$ cat src/rtl/iter_pkg.sv
// Shared types and helpers for the 2D raster iterator: state encoding and axis width.
package iter_pkg;

    typedef enum logic [1:0] {
        ITER_IDLE = 2'd0,
        ITER_RUN  = 2'd1,
        ITER_DONE = 2'd2
    } iter_state_t;

    // Counter width able to hold 0..max; never narrower than one bit.
    function automatic int iter_width(input int max);
        int w;
        w = $clog2(max + 1);
        return (w < 1) ? 1 : w;
    endfunction

endpackage

$ cat src/rtl/iter_axis.sv
// Single-axis counter 0..MAX_VALUE that wraps to 0 on inc at the top; clear beats inc.
module iter_axis
    import iter_pkg::*;
#(
    parameter int MAX_VALUE = 1,
    localparam int W = iter_width(MAX_VALUE)
) (
    input  logic         clk,
    input  logic         reset,
    input  logic         clear,
    input  logic         inc,
    output logic [W-1:0] val,
    output logic         last
);

    localparam logic [W-1:0] MAX_V = W'(MAX_VALUE);

    assign last = (val == MAX_V);

    always_ff @(posedge clk or negedge reset) begin
        if (!reset) begin
            val <= '0;
        end else if (clear) begin
            val <= '0;
        end else if (inc) begin
            val <= last ? '0 : val + W'(1);
        end
    end

endmodule

$ cat src/rtl/iter_xy_ctrl.sv
// Start/busy/done raster scheduler emitting (x,y) beats on a valid/ready stream, x inner.
// Define ITER_XY_CTRL_CONTINUOUS_EN to restart the raster back-to-back with no DONE bubble.
//
// state     | meaning
// ITER_IDLE | waiting for start, counters held at 0
// ITER_RUN  | coordinate presented, advances on each accepted beat
// ITER_DONE | one-cycle end-of-frame, done pulse
module iter_xy_ctrl
    import iter_pkg::*;
#(
    parameter int X_MAX = 639,
    parameter int Y_MAX = 479,
    localparam int X_WIDTH = iter_width(X_MAX),
    localparam int Y_WIDTH = iter_width(Y_MAX)
) (
    input  logic               clk,
    input  logic               reset,
    input  logic               start,
    input  logic               abort,
    input  logic               out_ready,
    output logic               out_valid,
    output logic [X_WIDTH-1:0] x,
    output logic [Y_WIDTH-1:0] y,
    output logic               last_x,
    output logic               last,
    output logic               busy,
    output logic               done
);

    iter_state_t state, state_nxt;
    logic        beat;
    logic        x_at_max;
    logic        y_at_max;
    logic        clear_axes;
    logic        frame_end;
    logic        done_r;

    assign out_valid  = (state == ITER_RUN);
    assign busy       = (state == ITER_RUN);
    assign beat       = out_valid && out_ready;
    assign last_x     = out_valid && x_at_max;
    assign last       = last_x && y_at_max;
    assign frame_end  = beat && last && !abort;
    // Axes wrap on their own at the final beat; clear only covers abort and non-RUN states.
    assign clear_axes = (state != ITER_RUN) || abort;
    assign done       = done_r;

    iter_axis #(.MAX_VALUE(X_MAX)) u_axis_x (
        .clk   (clk),
        .reset (reset),
        .clear (clear_axes),
        .inc   (beat),
        .val   (x),
        .last  (x_at_max)
    );

    iter_axis #(.MAX_VALUE(Y_MAX)) u_axis_y (
        .clk   (clk),
        .reset (reset),
        .clear (clear_axes),
        .inc   (beat && x_at_max),
        .val   (y),
        .last  (y_at_max)
    );

    always_ff @(posedge clk or negedge reset) begin
        if (!reset) begin
            state  <= ITER_IDLE;
            done_r <= 1'b0;
        end else begin
            state  <= state_nxt;
            done_r <= frame_end;
        end
    end

    always_comb begin
        state_nxt = state;
        case (state)
            ITER_IDLE: begin
                if (start) begin
                    state_nxt = ITER_RUN;
                end
            end
            ITER_RUN: begin
                if (abort) begin
                    state_nxt = ITER_IDLE;
                end else if (frame_end) begin
`ifdef ITER_XY_CTRL_CONTINUOUS_EN
                    state_nxt = ITER_RUN;
`else
                    state_nxt = ITER_DONE;
`endif
                end
            end
            ITER_DONE: begin
                state_nxt = ITER_IDLE;
            end
            default: begin
                state_nxt = ITER_IDLE;
            end
        endcase
    end

endmodule

$ cat config.mk
export PLATFORM = sky130hd
export DESIGN_NAME = iter_xy_ctrl
export DESIGN_NICKNAME = d
export VERILOG_FILES = /design/src/rtl/iter_pkg.sv /design/src/rtl/iter_axis.sv /design/src/rtl/iter_xy_ctrl.sv
export SDC_FILE = /design/constraint.sdc
export NUM_CORES = 1
export LEC_CHECK = 0
export ABC_AREA = 1
export BUFFER_PORTS_ARGS = -buffer_cell sky130_fd_sc_hd__buf_2
export CAP_MARGIN = 30
export CORE_AREA = 4 4 51 62
export CTS_CLUSTER_SIZE = 12
export DETAILED_ROUTE_END_ITERATION = 16
export DIE_AREA = 0 0 55 66
export PLACE_DENSITY = 0.86
export SETUP_SLACK_MARGIN = 0.4
export SLEW_MARGIN = 40
export SYNTH_ARGS = -nofsm -noshare
export SYNTH_HDL_FRONTEND = slang
export SYNTH_SLANG_ARGS = --single-unit
$ cat constraint.sdc
create_clock -name clk -period 1.9 [get_ports clk]
set_input_delay 0 -clock clk [delete_from_list [all_inputs] [get_ports clk]]
set_output_delay 0 -clock clk [all_outputs]
set_load 0.05 [all_outputs]
# Yosys cells after proc, flatten, opt, wreduce, memory -nomap -nowiden

Index checks and enable logic that the tools add are counted.

Flip-flop bits (word level): 22
Logic and storage cells: 34
Output and inout port bits: 24
Input port bits: 5

Add/sub/neg operators: 2
Equal/unequal tests: 6
Multiplexer cells: 10
Reduce and logical (&&, ||, !) cells: 12

Operator list:

| kind                    | number |
|---|---|
| $mux W10                | 3 |
| $mux W9                 | 3 |
| $add A10 B1 Y10 const B | 1 |
| $eq A10 B10 Y1 const B  | 1 |
| $add A9 B1 Y9 const B   | 1 |
| $eq A9 B9 Y1 const B    | 1 |
| $logic_and A1 B1 Y1     | 6 |
| $mux W2                 | 3 |
| $pmux W2 S2             | 1 |
| $reduce_bool A2 Y1      | 2 |
| $ne A3 B2 Y1 const B    | 1 |
| $eq A2 B1 Y1 const B    | 1 |
| $logic_not A2 Y1        | 1 |
| $ne A2 B1 Y1 const B    | 1 |
| $ne A2 B2 Y1 const B    | 1 |
| $reduce_and A2 Y1       | 1 |
| $logic_not A1 Y1        | 1 |
| $logic_or A1 B1 Y1      | 1 |

# Logic depth before layout (Yosys ltp)

Depth after elaboration: 8
Depth in mapped cells: 9
Mapped depth without buffers: 8

# By module

From an unflattened synthesis, not the netlist that was laid out.

Cell total of the unflattened synthesis: 168
Area, all modules: 1,331.3 um2

Modules (own cells, without submodules):

| module               | instances | cells each | area an instance (um2) | sequential area each (um2) |
|---|---|---|---|---|
| iter_axis (u_axis_x) | 1         | 80         | 635.6                  | 250.2 |
| iter_axis (u_axis_y) | 1         | 63         | 526.8                  | 225.2 |
| iter_xy_ctrl         | 1         | 25         | 168.9                  | 75.1 |

# Worst setup path before layout

OpenSTA, ideal clock, no wires.

Path type: flip-flop to output port
Start point: register u_axis_x.val[0]
End point: output last
Path slack: -0.407 ns
Path buffers: 0
Cell stages (with the launch flop): 8
Data arrival time: 2.307 ns
Required time: 1.900 ns
Cell sequence: dfrtp_1 -> ha_1 -> nand3_2 -> nor2_4 -> nand2_1 -> nor2_2 -> nand2_1 -> inv_1

Longest elaborated chain between the ends: 3

RTL lines:

| item                   | line               | source |
|---|---|---|
| from (decl)            | iter_axis.sv:12    | `output logic [W-1:0] val,` |
| from (signal assigned) | iter_axis.sv:26    | `val <= last ? '0 : val + W'(1);` |
| $eq A10 B10 Y1         | iter_axis.sv:18    | `assign last = (val == MAX_V);` |
| $logic_and A1 B1 Y1    | iter_xy_ctrl.sv:41 | `assign last_x = out_valid && x_at_max;` |
| net last_x             | iter_xy_ctrl.sv:24 | `output logic last_x,` |
| $logic_and A1 B1 Y1    | iter_xy_ctrl.sv:42 | `assign last = last_x && y_at_max;` |
| to (decl)              | iter_xy_ctrl.sv:25 | `output logic last,` |

The timed path passes the listed nets, and every way through them passes these cells.

# Worst setup path after layout

Start point: register u_axis_x.val[8]
End point: output last

Longest elaborated chain between the ends: 3

RTL lines:

| item                | line |
|---|---|
| $eq A10 B10 Y1      | iter_axis.sv:18 |
| $logic_and A1 B1 Y1 | iter_xy_ctrl.sv:41 |
| $logic_and A1 B1 Y1 | iter_xy_ctrl.sv:42 |

Every way passes these cells.

==> reports/metrics.csv <==
metric,value,unit
grt_max_degree,23,
synthTopCellsByCount,"nand2_1, dfrtp_1, nor2_1",
max_freq,598.1,MHz
grt_pass1_wl,6182,um
timing.rr.end,u_axis_y.val[8],
worst_pin_slew,0.4938,ns
grtUsageTotal,23.50,%
synth.cell_area,1334,sq um
yosysSeqAreaShare,41.28,%
peakVddDrop,0.4149,mV
hpwl,2314,um
r2r-start,u_axis_x.val[0],
drt_wl_total,4085,um
fin_util,75.30,%
worst-path-max-fanout,4,
final_nets,248,
netlist.top_cell.by_area,dfrtp_1,
final_area,1903,sq um
critical_path.startpoint_type,register,
clockRootBuffer,clkbuf_4,
max_slew_margin,67.08,%
synth_nets,192,
synth_edf_count,0,
nFillCells,190,
end_kind,primary output,
ys_ff_latch,22,
die_y,66,um
via_per_inst,5.462,
p_leak,0.9638,nW
synth_top_area_share,41.28,%
num_rows,20,
synth_fa_ha_area_share,1.876,%
synth-xor-area-share,3.283,%
synth_compound_area_share,3.846,%
clk_latency,0.32,ns
finalHoldViolations,0,
synth_top_family_by_area,simple AND/OR/NAND/NOR gates,
drc_errors,0,
critPathKind,reg2out,
cts_buffer_depth,2,
cts_sinks,22,
cts_buffers,3,
finClkSkew,0.001935,ns
period_share,88.00,%
yosysWarningCount,0,
vias,1491,
synth_area_leaders,"dfrtp_1, nand2_1, nand3_1, nor2_1, inv_1",
reg2reg_slack,0.28,ns
port_buffers,28,
die_area,3630,sq um
status,completed,
worstHoldStart,out_ready,
cp.arrival,1.67,ns
ys_types,27,
placed_area,1548,sq um
hold_class,in2reg,
drive_gt1_share,41.67,%
area_delta_synth_final,42.68,%
worst_ep_required_time,1.90,ns
synthCells,185,
setup_tns,0,ns
async_flop_share,100.0,%
fin_crit,1.672,ns
yosysMostFrequentCell,nand2_1,
grt_overflow,0,
cts_tree,yes,
setup_violations,0,
finalMaxSlewViolations,0,
num_antenna_cells,0,
powerDensity,580.1,nW/um^2
hold_path_depth,3,
yosys.area_share.simple,41.37,%
antenna_found_initial,0,
firstDrtPassIters,4,
synth.avg_cell_area,7.210,sq um
path_clk_slew,0.12,ns
placeableCoreArea,2527,sq um
synthMuxAreaShare,0,%
io_pins,29,
start_util,52.77,%
ys.flop_type,dfrtp_1,
maxCapViolCount,0,
place.gp.congestion,0.8287,
avgRoutedWirePerCell,14.96,um
antenna_left,0,
reg2reg_depth,10,
whs_endpoint,u_axis_x.val[4],
grt_pass1_vias,1362,
drt_iter0_drc,42,
fp.dieW,55,um
rsz0062_at_grt,true,
h-tree-depth,1,
cells by family (layout without fill, tap and decap cells):
logic type	after synthesis	after routing
xor gates and xnor gates	5	5
and+or+nand+nor	122	122
buffers and inverters	26	81
AOI/OAI and AO/OA	8	8
DFF	22	22
adders and majority gates	2	2
stage by stage:
| stage | total power, mW | setup slack [ns] | hold WS [ns] | cells |
|---|---|---|---|---|
| 2_1_floorplan | 0.6361 | 0.1726 | -0.2956 | 185 |
| 3_5_place_dp | 0.6737 | 0.3794 | -0.01398 | 244 |
| 5_1_grt | 1.144 | 0.1413 | 0.05137 | 273 |
| 4_1_cts | 1.052 | 0.3263 | 0.02687 | 265 |
| 6_report | 1.104 | 0.2279 | 0.05634 | 273 |
| 3_3_place_gp | 0.6704 | 0.4309 | -0.006234 | 244 |
per-layer routing:
metal	share of wire [%]	vias to the layer above	global-route usage, %
li1	-	697	-
met1	36	701	25.64
met2	54	74	42.31
met3	6.1	19	3.160
met4	4.3	0	11.55
met5	0	-	0
placed cells by master, fill, tap and decap left out:
cell type	netlist	routed
inv_1	18	16
clkbuf_4	0	3
ha_4	0	2
bufinv_16	0	1
a31oi_1	1	1
nand3_2	2	1
nor2_2	2	6
nand2_8	0	1
nor3_1	4	1
nor2_1	21	15
nor3_2	0	3
o21ai_1	2	2
nand3_1	18	17
clkinvlp_4	0	1
dfrtp_1	22	13
or2_2	1	1
buf_2	0	27
inv_4	1	1
buf_8	0	1
nand2_2	3	6
xor2_1	4	4
buf_4	1	18
inv_8	0	1
nand2_1	62	58
dlygate4sd3_1	0	3
inv_2	5	5
nand3b_1	1	1
a21oi_1	1	1
dfrtp_4	0	1
xnor2_1	1	1
o31ai_1	1	1
nand4_1	5	5
nand2_4	1	1
nand3_4	0	2
nor2_4	2	4
o21ai_2	2	2
dfrtp_2	0	8
buf_6	1	4
o21ai_0	1	1
report_power, final:
part,switching [mW],internal [mW],total (mW)
Clock,0.149,0.214,0.363
Combinational,0.174,0.0807,0.255
Sequential,0.00779,0.478,0.486
state kept, by name, summed over array words and instances (netlist names):
signal and cells:
done 1, state 2, u_axis_x.val 10, u_axis_y.val 9
what timing repair did:
item	4_1_cts	5_1_grt
buffers inserted	14	8
gates cloned	0	0
setup endpoints to repair	13	22
hold endpoints to repair	25	0
pin swaps	7	8
hold buffers	3	0
resized for setup	5	23
how the worst max path moves through the flow:
stage                    startpoint               to  slack, ns  cells after the start
finish              u_axis_x.val[8]             last       0.23                      8
floorplan           u_axis_x.val[1]             last       0.17                      7
CTS                 u_axis_x.val[0]             last       0.33                      8
global route        u_axis_x.val[8]             last       0.14                      8
detailed placement  u_axis_x.val[0]  u_axis_x.val[5]       0.38                      8
global placement    u_axis_x.val[0]         state[0]       0.43                      8
cell type report:
type | count | area (sq um) | area share [%]
well taps | 33 | 41.29 | 2.170
flip-flops and latches | 22 | 564.3 | 29.65
repair buffers | 53 | 360.3 | 18.93
inverters | 24 | 103.9 | 5.457
clock buffers | 3 | 22.52 | 1.183
clock inverters | 1 | 30.03 | 1.578
multi-input cells | 137 | 780.7 | 41.03
critical path, cell delays in order, from the launching register on:
cell	delay, ns
dfrtp_1	0.43
inv_1	0.10
nand2_1	0.07
nor2_2	0.25
nand2_4	0.10
nor2_4	0.10
nand2_2	0.08
clkinvlp_4	0.08
buf_8	0.14
Power figures use the tool's default switching activity.
